<file path="config.mk">
export PLATFORM = sky130hd
export DESIGN_NAME = mmio_resp
export DESIGN_NICKNAME = d
export VERILOG_FILES = /design/src/rtl/mmio_pkg.sv /design/src/rtl/sync_fifo.sv /design/src/rtl/mmio_resp.sv
export SDC_FILE = /design/constraint.sdc
export NUM_CORES = 1
export LEC_CHECK = 0
export ABC_AREA = 0
export CORE_MARGIN = 3
export CORE_UTILIZATION = 61
export DETAILED_ROUTE_END_ITERATION = 7
export PLACE_DENSITY = 0.85
export SETUP_SLACK_MARGIN = 0.15
export SKIP_CTS_REPAIR_TIMING = 1
export SLEW_MARGIN = 5
export SYNTH_ARGS = -nofsm -noshare
export SYNTH_HDL_FRONTEND = slang
export SYNTH_SLANG_ARGS = --single-unit
</file>
<file path="constraint.sdc">
create_clock -name clk -period 11.64 [get_ports clk]
set_clock_uncertainty 0.2 [all_clocks]
set_input_delay 1.746 -clock clk [delete_from_list [all_inputs] [get_ports clk]]
set_output_delay 1.746 -clock clk [all_outputs]
set_load 0.1 [all_outputs]
</file>
<file path="src/rtl/mmio_pkg.sv">
// Shared constants for the MMIO responder:
// register offsets, STATUS bit layout, default window base.
package mmio_pkg;

  localparam logic [31:0] DEF_BASE = 32'hFFFF_FFE0;

  localparam logic [2:0] OFF_LED     = 3'd0;
  localparam logic [2:0] OFF_TXDATA  = 3'd1;
  localparam logic [2:0] OFF_STATUS  = 3'd2;
  localparam logic [2:0] OFF_STATCLR = 3'd3;
  localparam logic [2:0] OFF_CYCLE   = 3'd4;
  localparam logic [2:0] OFF_SCRATCH = 3'd5;

  localparam int EMPTY_BIT = 0;
  localparam int FULL_BIT  = 1;
  localparam int CNT_LSB   = 4;
  localparam int OVF_BIT   = 16;

endpackage

</file>
<file path="src/rtl/sync_fifo.sv">
// Single-clock FIFO; push into a full FIFO is taken
// only when a pop frees the slot in the same cycle.
// Ports: clk, reset, push, pop, din, dout (0 when
// empty), empty, full, count (0..DEPTH).
module sync_fifo #(
  parameter int WIDTH = 32,
  parameter int DEPTH = 8
) (
  input  logic                       clk,
  input  logic                       reset,
  input  logic                       push,
  input  logic                       pop,
  input  logic [WIDTH-1:0]           din,
  output logic [WIDTH-1:0]           dout,
  output logic                       empty,
  output logic                       full,
  output logic [$clog2(DEPTH):0]     count
);

  localparam int AW = $clog2(DEPTH);
  localparam logic [AW:0] FULL_CNT = DEPTH[AW:0];

  logic [WIDTH-1:0] mem_q [DEPTH];
  logic [AW-1:0]    rptr_q, wptr_q;
  logic [AW:0]      cnt_q, cnt_d;
  logic             do_push, do_pop;

  assign empty = (cnt_q == '0);
  assign full  = (cnt_q == FULL_CNT);
  assign count = cnt_q;
  assign dout  = empty ? '0 : mem_q[rptr_q];

  assign do_pop  = pop & ~empty;
  assign do_push = push & (~full | do_pop);

  always_comb begin
    cnt_d = cnt_q;
    case ({do_push, do_pop})
      2'b10:   cnt_d = cnt_q + 1'b1;
      2'b01:   cnt_d = cnt_q - 1'b1;
      default: cnt_d = cnt_q;
    endcase
  end

  always_ff @(posedge clk) begin
    if (reset) begin
      rptr_q <= '0;
      wptr_q <= '0;
      cnt_q  <= '0;
    end else begin
      if (do_push) wptr_q <= wptr_q + 1'b1;
      if (do_pop)  rptr_q <= rptr_q + 1'b1;
      cnt_q <= cnt_d;
    end
  end

  // Storage needs no reset: count gates dout.
  always_ff @(posedge clk) begin
    if (!reset && do_push) mem_q[wptr_q] <= din;
  end

endmodule

</file>
<file path="src/rtl/mmio_resp.sv">
// MMIO responder: LED/scratch/cycle/status regs and a
// TX FIFO drained over a valid/ready bus.
// Ports: clk, reset, we, addr, d_in, d_out, sel, leds,
// bus, bus_valid, bus_ready.
module mmio_resp
  import mmio_pkg::*;
#(
  parameter logic [31:0] BASE_ADDR  = DEF_BASE,
  parameter int          FIFO_DEPTH = 8,
  parameter int          CNT_W      = 32
) (
  input  logic        clk,
  input  logic        reset,
  input  logic        we,
  input  logic [31:0] addr,
  input  logic [31:0] d_in,
  output logic [31:0] d_out,
  output logic        sel,
  output logic [7:0]  leds,
  output logic [31:0] bus,
  output logic        bus_valid,
  input  logic        bus_ready
);

  localparam int CW = $clog2(FIFO_DEPTH) + 1;

  logic [2:0]       off;
  logic             wr, push, pop;
  logic             f_empty, f_full;
  logic [CW-1:0]    f_count;
  logic [31:0]      status;
  logic             ovf_set, ovf_clr;
  logic             unused_addr;

  logic [7:0]       leds_q, leds_d;
  logic [31:0]      scratch_q, scratch_d;
  logic [CNT_W-1:0] cyc_q, cyc_d;
  logic             ovf_q, ovf_d;

  assign off  = addr[4:2];
  assign sel  = (addr[31:5] == BASE_ADDR[31:5]);
  assign wr   = we & sel;
  assign push = wr && (off == OFF_TXDATA);
  assign pop  = bus_valid & bus_ready;

  assign unused_addr = ^addr[1:0];

  sync_fifo #(
    .WIDTH (32),
    .DEPTH (FIFO_DEPTH)
  ) u_fifo (
    .clk   (clk),
    .reset (reset),
    .push  (push),
    .pop   (pop),
    .din   (d_in),
    .dout  (bus),
    .empty (f_empty),
    .full  (f_full),
    .count (f_count)
  );

  assign bus_valid = ~f_empty;
  assign leds      = leds_q;

  // A pop frees the slot, so only push-without-pop overflows.
  assign ovf_set = push & f_full & ~pop;
  assign ovf_clr = wr && (off == OFF_STATCLR) && d_in[OVF_BIT];

  always_comb begin
    status                  = '0;
    status[EMPTY_BIT]       = f_empty;
    status[FULL_BIT]        = f_full;
    status[CNT_LSB +: 8]    = 8'(f_count);
    status[OVF_BIT]         = ovf_q;
  end

  always_comb begin
    d_out = '0;
    if (sel) begin
      case (off)
        OFF_LED:     d_out = {24'd0, leds_q};
        OFF_STATUS:  d_out = status;
        OFF_CYCLE:   d_out = 32'(cyc_q);
        OFF_SCRATCH: d_out = scratch_q;
        default:     d_out = '0;
      endcase
    end
  end

  always_comb begin
    leds_d    = leds_q;
    scratch_d = scratch_q;
    cyc_d     = cyc_q + 1'b1;
    ovf_d     = ovf_set | (ovf_q & ~ovf_clr);
    if (wr) begin
      case (off)
        OFF_LED:     leds_d    = d_in[7:0];
        OFF_CYCLE:   cyc_d     = d_in[CNT_W-1:0];
        OFF_SCRATCH: scratch_d = d_in;
        default:     ;
      endcase
    end
  end

  always_ff @(posedge clk) begin
    if (reset) begin
      leds_q    <= '0;
      scratch_q <= '0;
      cyc_q     <= '0;
      ovf_q     <= 1'b0;
    end else begin
      leds_q    <= leds_d;
      scratch_q <= scratch_d;
      cyc_q     <= cyc_d;
      ovf_q     <= ovf_d;
    end
  end

endmodule

</file>
; Word level (Yosys, flattened, before mapping)
; Memory sizes are Yosys's and may differ from the RTL's. A register that Yosys moved wholly into a read port is not among the register bits.
; Cells that the tools add are included.
; Widths: inputs -> output; s select.
[totals]
output_inout_bits = 74
ram_bits = 256
n_memories = 1
reg_bits = 83
[mem_list]
columns = memory, words, width, rd, rd_ports_with_merged_regs, write_ports, line
row1 = u_fifo.mem_q, 8, 32, 1, 1, 1, sync_fifo.sv:23  ; logic [WIDTH-1:0] mem_q [DEPTH];
[op_classes]
n_reduce_logical = 10
mux = 10
bitwise_logic = 13
eq_ne = 9
n_addsub = 5
[op_table]
columns = op, n
row1 = $mux 32, 4
row2 = $pmux 32 s4, 1
row3 = $add 32x1->32 const B, 1
row4 = $eq 27x27->1 const B, 1
row5 = $pmux 4 s2, 1
row6 = $and 1x1->1, 7
row7 = $add 3x1->3 const B, 2
row8 = $eq 3x2->1 const B, 2
row9 = $eq 3x3->1 const B, 2
row10 = $mux 3, 2
row11 = $add 4x1->4 const B, 1
row12 = $eq 4x4->1 const B, 1
row13 = $logic_and 1x1->1, 4
row14 = $logic_not 4->1, 1
row15 = $not 1->1, 4
row16 = $reduce_and 2->1, 2
row17 = $sub 4x1->4 const B, 1
row18 = $eq 3x1->1 const B, 1
row19 = $logic_not 3->1, 1
row20 = $eq 2x1->1 const B, 1
row21 = $eq 2x2->1 const B, 1
row22 = $mux 1, 2
row23 = $or 1x1->1, 2
row24 = $reduce_bool 2->1, 1
row25 = $logic_not 1->1, 1

; Longest topological paths before layout
[depth]
depth_word = 9
mapped_depth = 15
mapped_depth_nobuf = 12

; By module
; From an unflattened synthesis, not the netlist that was laid out.
[unflattened]
cells_unflattened = 960
area_unflattened_um2 = 14161.1
[by_module_without_submodules]
columns = mod, cells_per_inst, area_per_inst_um2, n_inst
row1 = sync_fifo, 478, 10346.2, 1
row2 = mmio_resp, 482, 3814.9, 1

; Least setup slack after synthesis
; Ideal clock, no wire load.
[synth_timing]
path_kind = input to output
start = in addr[31]
end = out d_out[2]
arrival_ns = 5.146
cell_stages = 6
setup_slack_ns = 4.548
path_cell_list = nand4_1 > nor4_4 > and3_1 > buf_2 > nand2_1 > nor3_1
[synth_via]
elab_chain_len = 2
[synth_rtl]
columns = element, line
row1 = start: declaration, mmio_resp.sv:15  ; input logic [31:0] addr,
row2 = $eq 27x27->1, mmio_resp.sv:41  ; assign sel = (addr[31:5] == BASE_ADDR[31:5]);
row3 = named net sel, mmio_resp.sv:18  ; output logic sel,
row4 = $mux 32, mmio_resp.sv:80  ; if (sel) begin
row5 = end: declaration, mmio_resp.sv:17  ; output logic [31:0] d_out,
; The timed path passes the listed nets, and every way through them passes these cells.

; Worst setup path in the final report
[layout_timing]
start = in addr[4]
end = out d_out[29]
[layout_via]
elab_chain_len = 3
word_cells_on_any_way = 6
cone_classes = 3 x eq/ne / 2 x mux / 1 x reduce/logical
[layout_rtl]
columns = element, line
row1 = $eq 3x3->1 (tied with other cells), mmio_resp.sv:81  ; case (off)
row2 = $pmux 32 s4 (*), mmio_resp.sv:81
row3 = $mux 32 (*), mmio_resp.sv:80
; Mark *: on every way between the ends. The rest lies on a longest branch, timed or not.

==> results.toml <==
[sta]
maxSlewViolCount = 0
fin_hold_ws_ns = 0.255
final-hold-violation-count = 0
finalCritPeriodShare = 0.644
period_needed_ns = 7.49
rsz0062_at_grt = "no"
maxSlewHeadroom = 0.155
final.setup.tns_ns = 0
setup_viol = 0
worst_pin_slew_ns = 1.26
max_freq_ghz = 0.133

[pwr]
internal-power_uw = 1950
peakVddDrop_mv = 0.0915
swShare = 0.199
comb_power_share = 0.027
leakage_uw = 0.00524
clkPwrFrac = 0.436
p_sw_uw = 486
powerDensity_mw_per_mm2 = 144
pwr-share-seq = 0.537

[hold_path]
worstHoldStart = "scratch_q[17]"
min_path_type = "register to register"
worst_hold_path.endpoint = "scratch_q[17]"
hold-path-cell-count = 2

[yosys]
yosysTopAreaCellShare = 0.541
ys_top_cells_by_count = "edfxtp_1, nor2_1, dfxtp_1, nand2_1, mux4_2"
synth-edff-count = 256
synth_area_leaders = "edfxtp_1, dfxtp_1, mux4_2"
ys_warn_count = 0
synth_seq_cells = 342
synthesis.area_mm2 = 0.0142
netlist-cell-type-count = 56
post-synth-top-count-cell = "edfxtp_1"
synthCells = 981
synth_nets = 1053
async_flop_share = 0
avgSynthCellArea_um2 = 14.5
synth_ff_type = "edfxtp_1"
yosys.area.top_type = "edfxtp_1"
ys_seq_area_frac = 0.662

[critical_path]
cp.required_ns = 9.69
r2r-start = "u_fifo.count[1]"
path_max_fanout = 25
arrival_ns = 5.55
ff2ff_setup_slack_ns = 8.17
r2r-end = "u_fifo.mem_q[2][23]"
reg2regPathDepth = 7
criticalPathCategory = "input pin to output pin"
cp-end-kind = "output pin"
start_kind = "input pin"

[detailed_routing]
wirelength_mm = 32.9
via_per_inst = 6.23
vias = 8972
dr.pass1.iters = 6
wl_per_cell_um = 22.8
drc_errors = 0
drtIter0Drc = 920
drtAntennaViolNets = 0

[final_layout]
fin_nets = 1174
finish.utilization = 0.744
area_growth_syn_to_layout_pct = 19.2
drive_above_1_share = 0.145
fill_cells = 1399
regArea_mm2 = 0.00942
insertedDiodeCount = 0
instances_no_fill = 1441
multi_input_area_mm2 = 0.00455

[global_route]
antenna_found_initial = 0
grt_max_degree = 87
grt_use_total = 0.268
grt_pass1_vias = 9312
grt_overflow = 0
grt_pass1_wl_mm = 51.1

[clock_network]
cts_tree = "built"
numCtsBuffers = 35
cts_max_level = 2
cts_buffer_depth = 3
cts_root_buffer = "clkbuf_16"
clk-insertion-delay-late_ns = 0.51
clk_pin_slew_ns = 0.06
clock-sinks = 342

[run_status]
status = "completed"

[flow_run]
drv_cap = 0

[placement]
routabilityCongestion = 0.837
dpl.hpwl_mm = 19.1
dp.cells = 1378
portBuffers = 139

[die]
start_util = 0.624
die-area_mm2 = 0.0252
die_y_um = 159
die_x_um = 159
fp-row-count = 55
coreArea_mm2 = 0.0228
io_pins = 142
worst max path at each step:
stage | cells after the start | end | start
after global placement | 6 | d_out[29] | addr[4]
after floorplan | 6 | d_out[2] | addr[31]
final | 6 | d_out[29] | addr[4]
after detailed placement | 6 | d_out[29] | addr[4]
after CTS | 6 | d_out[29] | addr[4]
after global routing | 6 | d_out[29] | addr[4]
sequential cells by signal (all words and copies together), names as in the netlist, named ones only:
register / count
ovf_q: 1
leds: 8
u_fifo.wptr_q: 3
u_fifo.rptr_q: 3
u_fifo.mem_q: 256
scratch_q: 32
u_fifo.count: 4
cyc_q: 32
stage by stage:
step	instance area (µm²)	total power, µW	setup slack (ns)
global placement	15800	1400	4.37
global route	16900	2500	4.08
detailed placement	15800	1400	4.37
floorplan	14200	1360	4.55
finish	16900	2440	4.15
CTS	16900	2450	4.26
layout make-up:
class                           count  area share
Clock buffer                       48      0.0583
Clock inverter                     15     0.00613
Inverter                            5     0.00111
Multi-Input combinational cell    568       0.269
Sequential cell                   342       0.556
Tap cell                          313      0.0231
Timing Repair Buffer              150      0.0867
power groups by stage:
stage	sequential (µW)	clock [µW]	combinational [µW]
after floorplan	1340	0	21.5
after global placement	1340	0	62.7
after detailed placement	1340	0	64.6
after CTS	1310	1070	65.3
after global routing	1310	1120	70.2
final	1310	1060	66.0
cells in the final DEF, fill, tap and decap left out, types with 5 or more instances in the layout:
cell type / instances
nand3_1: 12
nand4_1: 7
clkinv_1: 5
a22oi_1: 29
and2_1: 7
a21oi_1: 42
a211oi_1: 29
xnor2_1: 20
mux4_2: 64
nand2_1: 85
and3_1: 8
mux2i_1: 49
clkdlybuf4s50_1: 138
xor2_1: 16
nor2_4: 6
clkbuf_1: 9
clkbuf_16: 37
buf_4: 11
dfxtp_1: 83
nor2_1: 135
edfxtp_1: 256
clkinv_2: 7
kinds of logic after synthesis:
family	after synthesis	synth area share
AOI/OAI and AO/OA	114	0.0542
xor gates and xnor gates	36	0.0222
adders and majority gates	4	0.00352
buffers and inverters	71	0.0218
DFF	342	0.662
muxes	114	0.137
and+or+nand+nor	300	0.0992
layer usage:
layer / wire, µm / GRT usage / vias to the layer above
li1: - / - / 3934
met1: 12900 / 0.365 / 4469
met2: 16200 / 0.439 / 482
met3: 2710 / 0.0476 / 87
met4: 1040 / 0.0971 / 0
met5: 0 / 0 / -
worst max-delay path, stage by stage:
cell and delay, ns:
clkdlybuf4s50_1 0.83, nor2b_1 0.26, and2_1 0.97, a22oi_1 0.27, nor2_1 0.27, clkdlybuf4s50_1 1.18
Note: power is estimated with default switching activity, not from simulation.
